[src/rtl/decode_stage_pkg.sv]
// Shared types, sizes and the immediate generator for the decode stage.
// Everything that fetch, decode and execute must agree on lives here.
package decode_stage_pkg;

    localparam int REGISTER_WIDTH = 32;
    localparam int REGISTER_DEPTH = 32;
    localparam int MAX_PENDING    = 3;
    localparam int AW             = $clog2(REGISTER_DEPTH);
    localparam int PW             = $clog2(MAX_PENDING + 1);

    typedef logic [REGISTER_WIDTH-1:0] word_t;
    typedef logic [AW-1:0]             reg_t;

    typedef enum logic [6:0] {
        OP     = 7'h33,
        OP_IMM = 7'h13,
        LOAD   = 7'h03,
        STORE  = 7'h23,
        BRANCH = 7'h63,
        JAL    = 7'h6F,
        JALR   = 7'h67,
        LUI    = 7'h37,
        AUIPC  = 7'h17,
        SYSTEM = 7'h73
    } opcode_t;

    typedef enum logic [2:0] {
        IMM_I,
        IMM_S,
        IMM_B,
        IMM_U,
        IMM_J,
        IMM_NONE
    } imm_format_t;

    // opcode kept raw so unknown encodings reach execute untouched
    typedef struct packed {
        logic [31:0] pc;
        word_t       rs1_data;
        word_t       rs2_data;
        word_t       imm;
        logic [6:0]  opcode;
        logic [2:0]  funct3;
        logic [6:0]  funct7;
        reg_t        rd;
        logic        writes_rd;
    } decoded_instr_t;

    function automatic word_t imm_gen(input logic [31:7] inst,
                                      input imm_format_t fmt);
        logic signed [31:0] t;
        t = '0;
        case (fmt)
            IMM_I: t = {{20{inst[31]}}, inst[31:20]};
            IMM_S: t = {{20{inst[31]}}, inst[31:25], inst[11:7]};
            IMM_B: t = {{19{inst[31]}}, inst[31], inst[7],
                        inst[30:25], inst[11:8], 1'b0};
            IMM_U: t = {inst[31:12], 12'b0};
            IMM_J: t = {{11{inst[31]}}, inst[31], inst[19:12],
                        inst[20], inst[30:21], 1'b0};
            default: t = '0;
        endcase
        return REGISTER_WIDTH'(t);
    endfunction

endpackage

[src/rtl/decode_stage_if.sv]
// Bus bundles around the decode stage: fetch input, register_file
// read port and the decoded output towards execute.
interface decode_in_if;
    logic        in_valid;
    logic        in_ready;
    logic [31:0] in_instruction;
    logic [31:0] in_pc;

    modport master (output in_valid, in_instruction, in_pc,
                    input  in_ready);
    modport slave  (input  in_valid, in_instruction, in_pc,
                    output in_ready);
endinterface

interface decode_rf_if;
    import decode_stage_pkg::*;
    logic  rf_read_enable;
    reg_t  rf_read_address_1;
    reg_t  rf_read_address_2;
    word_t rf_read_data_1;
    word_t rf_read_data_2;

    modport master (output rf_read_enable, rf_read_address_1,
                           rf_read_address_2,
                    input  rf_read_data_1, rf_read_data_2);
    modport slave  (input  rf_read_enable, rf_read_address_1,
                           rf_read_address_2,
                    output rf_read_data_1, rf_read_data_2);
endinterface

interface decode_out_if;
    import decode_stage_pkg::*;
    logic        out_valid;
    logic        out_ready;
    logic [31:0] out_pc;
    word_t       out_rs1_data;
    word_t       out_rs2_data;
    word_t       out_imm;
    logic [6:0]  out_opcode;
    logic [2:0]  out_funct3;
    logic [6:0]  out_funct7;
    reg_t        out_rd;
    logic        out_writes_rd;

    modport master (output out_valid, out_pc, out_rs1_data,
                           out_rs2_data, out_imm, out_opcode,
                           out_funct3, out_funct7, out_rd,
                           out_writes_rd,
                    input  out_ready);
    modport slave  (input  out_valid, out_pc, out_rs1_data,
                           out_rs2_data, out_imm, out_opcode,
                           out_funct3, out_funct7, out_rd,
                           out_writes_rd,
                    output out_ready);
endinterface

[src/rtl/decode_stage_scoreboard.sv]
// Per-register count of in-flight writes, used for RAW stall and
// for capping the number of outstanding writers to one register.
module decode_stage_scoreboard
    import decode_stage_pkg::*;
(
    input  logic clk,
    input  logic rst,
    input  logic inc_i,
    input  reg_t inc_addr_i,
    input  logic wb_dec_i,
    input  reg_t wb_addr_i,
    input  logic fl_dec_i,
    input  reg_t fl_addr_i,
    input  reg_t rs1_addr_i,
    input  reg_t rs2_addr_i,
    input  reg_t rd_addr_i,
    output logic rs1_busy_o,
    output logic rs2_busy_o,
    output logic rd_full_o
);

    logic [PW-1:0] pend_q [REGISTER_DEPTH];
    logic [PW-1:0] pend_d [REGISTER_DEPTH];
    logic [PW:0]   dn;
    logic [PW:0]   up;

    // decrements are clamped to the current count so stale retires
    // (after reset or to x0) can never underflow
    always_comb begin
        dn = '0;
        up = '0;
        for (int i = 0; i < REGISTER_DEPTH; i++) begin
            dn = '0;
            if (wb_dec_i && wb_addr_i == AW'(i))
                dn = dn + (PW+1)'(1);
            if (fl_dec_i && fl_addr_i == AW'(i))
                dn = dn + (PW+1)'(1);
            if (dn > {1'b0, pend_q[i]})
                dn = {1'b0, pend_q[i]};
            up = {1'b0, pend_q[i]} - dn;
            if (inc_i && inc_addr_i == AW'(i))
                up = up + (PW+1)'(1);
            pend_d[i] = (i == 0) ? '0 : PW'(up);
        end
    end

    always_ff @(posedge clk) begin
        if (rst) begin
            for (int i = 0; i < REGISTER_DEPTH; i++)
                pend_q[i] <= '0;
        end else begin
            pend_q <= pend_d;
        end
    end

    assign rs1_busy_o = pend_q[rs1_addr_i] != '0;
    assign rs2_busy_o = pend_q[rs2_addr_i] != '0;
    assign rd_full_o  = pend_q[rd_addr_i] == PW'(MAX_PENDING);

endmodule

[src/rtl/decode_stage.sv]
// Decode stage: field/immediate decode, operand read, RAW stall on
// pending writes (no bypass) and one output register towards execute.
module decode_stage
    import decode_stage_pkg::*;
(
    input  logic         clk,
    input  logic         rst,
    decode_in_if.slave   fetch,
    decode_rf_if.master  rf,
    decode_out_if.master exec,
    input  logic         wb_valid,
    input  reg_t         wb_address,
    input  logic         flush
);

    logic [6:0]  opc;
    reg_t        rs1, rs2, rd;
    logic        uses_rs1, uses_rs2, wr_any, writes_rd;
    imm_format_t fmt;

    assign opc = fetch.in_instruction[6:0];
    assign rd  = fetch.in_instruction[11:7];
    assign rs1 = fetch.in_instruction[19:15];
    assign rs2 = fetch.in_instruction[24:20];

    always_comb begin
        uses_rs1 = 1'b0;
        uses_rs2 = 1'b0;
        wr_any   = 1'b0;
        fmt      = IMM_NONE;
        case (opc)
            OP:     begin uses_rs1 = 1'b1; uses_rs2 = 1'b1; wr_any = 1'b1; end
            OP_IMM: begin uses_rs1 = 1'b1; wr_any = 1'b1; fmt = IMM_I; end
            LOAD:   begin uses_rs1 = 1'b1; wr_any = 1'b1; fmt = IMM_I; end
            STORE:  begin uses_rs1 = 1'b1; uses_rs2 = 1'b1; fmt = IMM_S; end
            BRANCH: begin uses_rs1 = 1'b1; uses_rs2 = 1'b1; fmt = IMM_B; end
            JAL:    begin wr_any = 1'b1; fmt = IMM_J; end
            JALR:   begin uses_rs1 = 1'b1; wr_any = 1'b1; fmt = IMM_I; end
            LUI:    begin wr_any = 1'b1; fmt = IMM_U; end
            AUIPC:  begin wr_any = 1'b1; fmt = IMM_U; end
            SYSTEM: fmt = IMM_I;
            default: fmt = IMM_NONE;
        endcase
    end

    assign writes_rd = wr_any && (rd != '0);

    logic rs1_busy, rs2_busy, rd_full, hazard, issue, fl_dec;
    decoded_instr_t out_q, out_d;
    logic out_valid_q, out_valid_d;

    assign fl_dec = flush && out_valid_q && out_q.writes_rd;

    decode_stage_scoreboard u_sb (
        .clk        (clk),
        .rst        (rst),
        .inc_i      (issue && writes_rd),
        .inc_addr_i (rd),
        .wb_dec_i   (wb_valid),
        .wb_addr_i  (wb_address),
        .fl_dec_i   (fl_dec),
        .fl_addr_i  (out_q.rd),
        .rs1_addr_i (rs1),
        .rs2_addr_i (rs2),
        .rd_addr_i  (rd),
        .rs1_busy_o (rs1_busy),
        .rs2_busy_o (rs2_busy),
        .rd_full_o  (rd_full)
    );

    // a retire in this cycle still stalls: the rf write lands next edge
    assign hazard = (uses_rs1 && rs1_busy) || (uses_rs2 && rs2_busy)
                 || (writes_rd && rd_full);
    assign fetch.in_ready = !flush && !hazard
                         && (!out_valid_q || exec.out_ready);
    assign issue = fetch.in_valid && fetch.in_ready;

    assign rf.rf_read_enable    = fetch.in_valid;
    assign rf.rf_read_address_1 = rs1;
    assign rf.rf_read_address_2 = rs2;

    always_comb begin
        out_d       = out_q;
        out_valid_d = out_valid_q;
        if (flush) begin
            out_valid_d = 1'b0;
        end else if (issue) begin
            out_valid_d     = 1'b1;
            out_d.pc        = fetch.in_pc;
            out_d.rs1_data  = rf.rf_read_data_1;
            out_d.rs2_data  = rf.rf_read_data_2;
            out_d.imm       = imm_gen(fetch.in_instruction[31:7], fmt);
            out_d.opcode    = opc;
            out_d.funct3    = fetch.in_instruction[14:12];
            out_d.funct7    = fetch.in_instruction[31:25];
            out_d.rd        = rd;
            out_d.writes_rd = writes_rd;
        end else if (exec.out_ready) begin
            out_valid_d = 1'b0;
        end
    end

    always_ff @(posedge clk) begin
        if (rst) begin
            out_q       <= '0;
            out_valid_q <= 1'b0;
        end else begin
            out_q       <= out_d;
            out_valid_q <= out_valid_d;
        end
    end

    assign exec.out_valid     = out_valid_q;
    assign exec.out_pc        = out_q.pc;
    assign exec.out_rs1_data  = out_q.rs1_data;
    assign exec.out_rs2_data  = out_q.rs2_data;
    assign exec.out_imm       = out_q.imm;
    assign exec.out_opcode    = out_q.opcode;
    assign exec.out_funct3    = out_q.funct3;
    assign exec.out_funct7    = out_q.funct7;
    assign exec.out_rd        = out_q.rd;
    assign exec.out_writes_rd = out_q.writes_rd;

endmodule
[src/flat_wrapper.sv]
// flat-port wrapper written by rule: the top's interface ports become plain ports
module decode_stage_flat import decode_stage_pkg::*;
  (clk, rst, wb_valid, wb_address, flush, fetch_in_valid, fetch_in_instruction, fetch_in_pc, fetch_in_ready, rf_rf_read_enable, rf_rf_read_address_1, rf_rf_read_address_2, rf_rf_read_data_1, rf_rf_read_data_2, exec_out_valid, exec_out_pc, exec_out_rs1_data, exec_out_rs2_data, exec_out_imm, exec_out_opcode, exec_out_funct3, exec_out_funct7, exec_out_rd, exec_out_writes_rd, exec_out_ready);
  decode_in_if fetch_i ();
  decode_rf_if rf_i ();
  decode_out_if exec_i ();
  input  logic clk;
  input  logic rst;
  input  logic wb_valid;
  input  reg_t wb_address;
  input  logic flush;
  input wire logic [$bits(fetch_i.in_valid)-1:0] fetch_in_valid;
  input wire logic [$bits(fetch_i.in_instruction)-1:0] fetch_in_instruction;
  input wire logic [$bits(fetch_i.in_pc)-1:0] fetch_in_pc;
  output wire logic [$bits(fetch_i.in_ready)-1:0] fetch_in_ready;
  output wire logic [$bits(rf_i.rf_read_enable)-1:0] rf_rf_read_enable;
  output wire logic [$bits(rf_i.rf_read_address_1)-1:0] rf_rf_read_address_1;
  output wire logic [$bits(rf_i.rf_read_address_2)-1:0] rf_rf_read_address_2;
  input wire logic [$bits(rf_i.rf_read_data_1)-1:0] rf_rf_read_data_1;
  input wire logic [$bits(rf_i.rf_read_data_2)-1:0] rf_rf_read_data_2;
  output wire logic [$bits(exec_i.out_valid)-1:0] exec_out_valid;
  output wire logic [$bits(exec_i.out_pc)-1:0] exec_out_pc;
  output wire logic [$bits(exec_i.out_rs1_data)-1:0] exec_out_rs1_data;
  output wire logic [$bits(exec_i.out_rs2_data)-1:0] exec_out_rs2_data;
  output wire logic [$bits(exec_i.out_imm)-1:0] exec_out_imm;
  output wire logic [$bits(exec_i.out_opcode)-1:0] exec_out_opcode;
  output wire logic [$bits(exec_i.out_funct3)-1:0] exec_out_funct3;
  output wire logic [$bits(exec_i.out_funct7)-1:0] exec_out_funct7;
  output wire logic [$bits(exec_i.out_rd)-1:0] exec_out_rd;
  output wire logic [$bits(exec_i.out_writes_rd)-1:0] exec_out_writes_rd;
  input wire logic [$bits(exec_i.out_ready)-1:0] exec_out_ready;
  assign fetch_i.in_valid = fetch_in_valid;
  assign fetch_i.in_instruction = fetch_in_instruction;
  assign fetch_i.in_pc = fetch_in_pc;
  assign fetch_in_ready = fetch_i.in_ready;
  assign rf_rf_read_enable = rf_i.rf_read_enable;
  assign rf_rf_read_address_1 = rf_i.rf_read_address_1;
  assign rf_rf_read_address_2 = rf_i.rf_read_address_2;
  assign rf_i.rf_read_data_1 = rf_rf_read_data_1;
  assign rf_i.rf_read_data_2 = rf_rf_read_data_2;
  assign exec_out_valid = exec_i.out_valid;
  assign exec_out_pc = exec_i.out_pc;
  assign exec_out_rs1_data = exec_i.out_rs1_data;
  assign exec_out_rs2_data = exec_i.out_rs2_data;
  assign exec_out_imm = exec_i.out_imm;
  assign exec_out_opcode = exec_i.out_opcode;
  assign exec_out_funct3 = exec_i.out_funct3;
  assign exec_out_funct7 = exec_i.out_funct7;
  assign exec_out_rd = exec_i.out_rd;
  assign exec_out_writes_rd = exec_i.out_writes_rd;
  assign exec_i.out_ready = exec_out_ready;
  decode_stage u_core (.clk(clk), .rst(rst), .fetch(fetch_i), .rf(rf_i), .exec(exec_i), .wb_valid(wb_valid), .wb_address(wb_address), .flush(flush));
endmodule
[config.mk]
export PLATFORM = sky130hd
export DESIGN_NAME = decode_stage_flat
export DESIGN_NICKNAME = d
export VERILOG_FILES = /design/src/rtl/decode_stage_pkg.sv /design/src/rtl/decode_stage_if.sv /design/src/rtl/decode_stage_scoreboard.sv /design/src/rtl/decode_stage.sv /design/src/flat_wrapper.sv
export SDC_FILE = /design/constraint.sdc
export NUM_CORES = 1
export LEC_CHECK = 0
export ABC_CLOCK_PERIOD_IN_PS = 5500
export CAP_MARGIN = 20
export CORE_MARGIN = 2
export CORE_UTILIZATION = 47
export CTS_CLUSTER_DIAMETER = 50
export DETAILED_ROUTE_END_ITERATION = 12
export GPL_TIMING_DRIVEN = 0
export PLACE_DENSITY = 0.81
export SYNTH_ARGS = -nofsm -noshare
export SYNTH_HDL_FRONTEND = slang
export SYNTH_SLANG_ARGS = --single-unit
[constraint.sdc]
create_clock -name clk -period 5.5 [get_ports clk]
set_input_delay 1.65 -clock clk [delete_from_list [all_inputs] [get_ports clk]]
set_output_delay 1.65 -clock clk [all_outputs]
set_load 0.03 [all_outputs]
==> flow_metrics.py <==
metrics = {
    "sta": {
        "setup_viol": 1,
        "finalClockSkew_ps": 21.1,
        "fin_crit_sh_pct": 100,
        "worst_slew_pin_slew_ps": 1090,
        "rsz0062_at_grt": "no",
        "max_freq_ghz": 0.181,
        "fin_tns_setup_ps": -25.5,
        "max_slew_margin_pct": 27.4,
        "finalWorstPathRequiredPeriod_ps": 5530,
        "setup_ws_ps": -25.5,
        "final_max_slew_viol_count": 0,
        "hold_violations": 0,
    },
    "clock_network": {
        "clock_path_buffers": 3,
        "cts_buffers": 27,
        "hold_buffers": 0,
        "clkSlewWorstSetupHoldPaths_ps": 50,
        "clk_latency_ps": 560,
        "h-tree-depth": 1,
        "clock-root-buffer": "clkbuf_16",
        "cts_tree": "built",
        "clock-sinks": 214,
    },
    "global_route": {
        "antenna_found_initial": 7,
        "grt_pass1_vias": 14929,
        "track_usage_pct": 35.5,
        "grt_remaining_overflow": 0,
        "grt_max_degree": 15,
        "grt_pass1_wl_um": 85300,
    },
    "routing": {
        "drcViolationCount": 0,
        "drtIter0Drc": 1371,
        "wl_per_cell_um": 22.3,
        "dr.pass1.iters": 6,
        "vias": 15278,
        "wirelength_um": 57200,
        "avgViaCountPerCell": 5.96,
        "ant_nets": 0,
    },
    "layout": {
        "final_util_pct": 62.6,
        "finalNetCount": 2442,
        "drive_above_1_share_pct": 6.46,
        "mostFrequentLayoutCells": "nand2_1, clkdlybuf4s50_1, dfxtp_1",
        "syn2layout_area_growth_pct": 31.3,
        "seqCellArea_um2": 4280,
        "multi_input_area_um2": 8770,
        "final_cells": 2563,
        "nFillCells": 2623,
        "final_common_cell": "nand2_1",
    },
    "logic_synthesis": {
        "syn-num-nets": 2116,
        "synth_top_area_share_pct": 30.3,
        "synthArstFlopShare_pct": 0,
        "synth-main-ff-cell": "dfxtp_1",
        "synth_area_um2": 14100,
        "synth_warnings": 0,
        "synth-edff-count": 0,
        "ys_ff_latch": 214,
        "avgSynthCellArea_um2": 7.76,
        "ys_seq_area_share_pct": 30.3,
        "synth_area_leaders": "dfxtp_1, ha_1, nand2_1, a21oi_1, inv_1",
        "synth.distinct_cells": 61,
        "synthCells": 1822,
        "synth_area_leader_cell": "dfxtp_1",
    },
    "worst_setup_path": {
        "path_max_fanout": 7,
        "start_kind": "input pin",
        "critical_path.cell_chain": "clkdlybuf4s50_1 -> nand2b_1 -> nor4_2 -> nor4_4 -> o22ai_1 -> nor3_1 -> buf_4",
        "arrival_ps": 3880,
        "crit_slowest_cell": "clkdlybuf4s50_1",
        "cp_top_family": "buffers and inverters",
        "crit_type": "in2out",
        "endpoint_kind": "output port",
        "max_stage_delay_ps": 830,
        "worst-endpoint-required_ps": 3850,
        "path_buf_inv": 2,
    },
    "placed_design": {
        "hpwl_um": 43800,
        "place_congestion": 0.993,
        "io_buffer_count": 296,
        "place_inst": 2508,
        "dpl_worst_slack_ps": -1280,
    },
    "power": {
        "p_leak_uw": 0.00704,
        "p_total_uw": 5790,
        "power.density_nw_per_um2": 312,
        "peakVddDrop_v": 0.000272,
    },
    "die": {
        "die_w_um": 177,
        "core_um2": 29600,
        "placementRows": 63,
        "start_util_pct": 47.7,
        "ioPinCount": 303,
        "die_area_um2": 31500,
        "dieHeight_um": 177,
    },
    "status": {
        "violations": "negative setup slack",
        "status": "finished, violations left",
    },
    "job": {
        "max_cap_viol_count": 0,
    },
    "worst_hold_path": {
        "min_path_type": "reg2reg",
    },
}
==> final timing paths <==
path / from / endpoint / slack, ps / depth (start not counted)
setup / recovery: fetch_in_instruction[18] / fetch_in_ready / -30 / 7
hold / removal: u_core.exec.out_rs2_data[8]$_SDFFE_PP0P_ / u_core.exec.out_rs2_data[8]$_SDFFE_PP0P_ / 450 / 2
setup reg to reg: u_core.exec.out_rd[1]$_SDFFE_PP0P_ / u_core.u_sb.pend_q[42]$_SDFF_PP0_ / 1230 / 14
hold reg to reg: u_core.exec.out_rs2_data[8]$_SDFFE_PP0P_ / u_core.exec.out_rs2_data[8]$_SDFFE_PP0P_ / 450 / 2
==> through the flow <==
step / area, um2 / hold WS (ps)
floorplan: 14100 / 580
global placement: 17600 / 441
detailed placement: 17600 / 446
CTS: 18500 / 454
global route: 18600 / 471
finish: 18600 / 453
==> cell families (layout without fill, tap and decap cells) <==
family	after synthesis	in the layout	synth area share, %
XOR/XNOR	31	31	1.92
adder cells (fa/ha/maj)	155	155	13.7
AND/OR/NAND/NOR	720	720	23.8
flip-flops	214	214	30.3
buffers and inverters	273	617	8.34
multiplexers	34	34	3.80
AO/OA/AOI/OAI	395	395	18.1
other	0	7	0
==> synth_stat cells (all sizes together) (5+ instances only) <==
library cell / instances
nor3: 72
o31ai: 13
nor2b: 52
nor4: 21
inv: 145
a41o: 14
nand3: 30
a211oi: 30
o311a: 15
dfxtp: 214
and3b: 12
nand3b: 14
a21oi: 193
nand2: 307
ha: 155
a311oi: 32
nor2: 137
o21ai: 38
mux2i: 15
mux4: 15
or3: 8
a211o: 13
and3: 8
nor4b: 6
buf: 59
clkbuf: 69
nor3b: 17
xnor2: 29
o31a: 19
nand2b: 25
a31oi: 5
==> cell type report <==
type / instances / share of cell area (%)
Clock inverter: 7 / 0.323
Tap cell: 390 / 2.63
Inverter: 145 / 2.93
Buffer: 128 / 3.65
Timing Repair Buffer: 297 / 16.0
Multi-Input combinational cell: 1335 / 47.2
Antenna cell: 7 / 0.0944
Clock buffer: 40 / 4.06
Sequential cell: 214 / 23.1
==> tightest hold or removal path, cell delays in order (launching register included) <==
cell and delay, ps:
dfxtp_1 300, nand2_1 50, a21oi_1 50
==> what timing repair did <==
item | 4_1_cts | 5_1_grt
endpoints found under the hold margin | 0 | 0
buffers inserted | 1 | 0
endpoints found under the setup margin | 1 | 1
resized for setup | 40 | 11
pin swaps | 3 | 2
==> power by group <==
| part | total, uW | switching, uW | internal (uW) |
|---|---|---|---|
| Combinational | 2180 | 1160 | 1030 |
| Sequential | 1940 | 218 | 1720 |
| Clock | 1670 | 716 | 951 |
==> routing by layer <==
layer / up-vias / share of wire [%] / GRT usage, %
met5: - / 0 / 0
met4: 0 / 6.1 / 19.7
met3: 222 / 11 / 10.2
met2: 863 / 47 / 60.0
met1: 7208 / 36 / 40.0
li1: 6985 / - / -
==> sequential cells by signal (all words and copies together), names as in the netlist, 5 cells and up <==
register,cells
u_core.exec.out_opcode,7
u_core.exec.out_rd,5
u_core.exec.out_funct7,7
u_core.exec.out_imm,32
u_core.exec.out_rs2_data,32
u_core.exec.out_rs1_data,32
u_core.u_sb.pend_q,62
u_core.exec.out_pc,32
(Power assumes the default switching activity.)
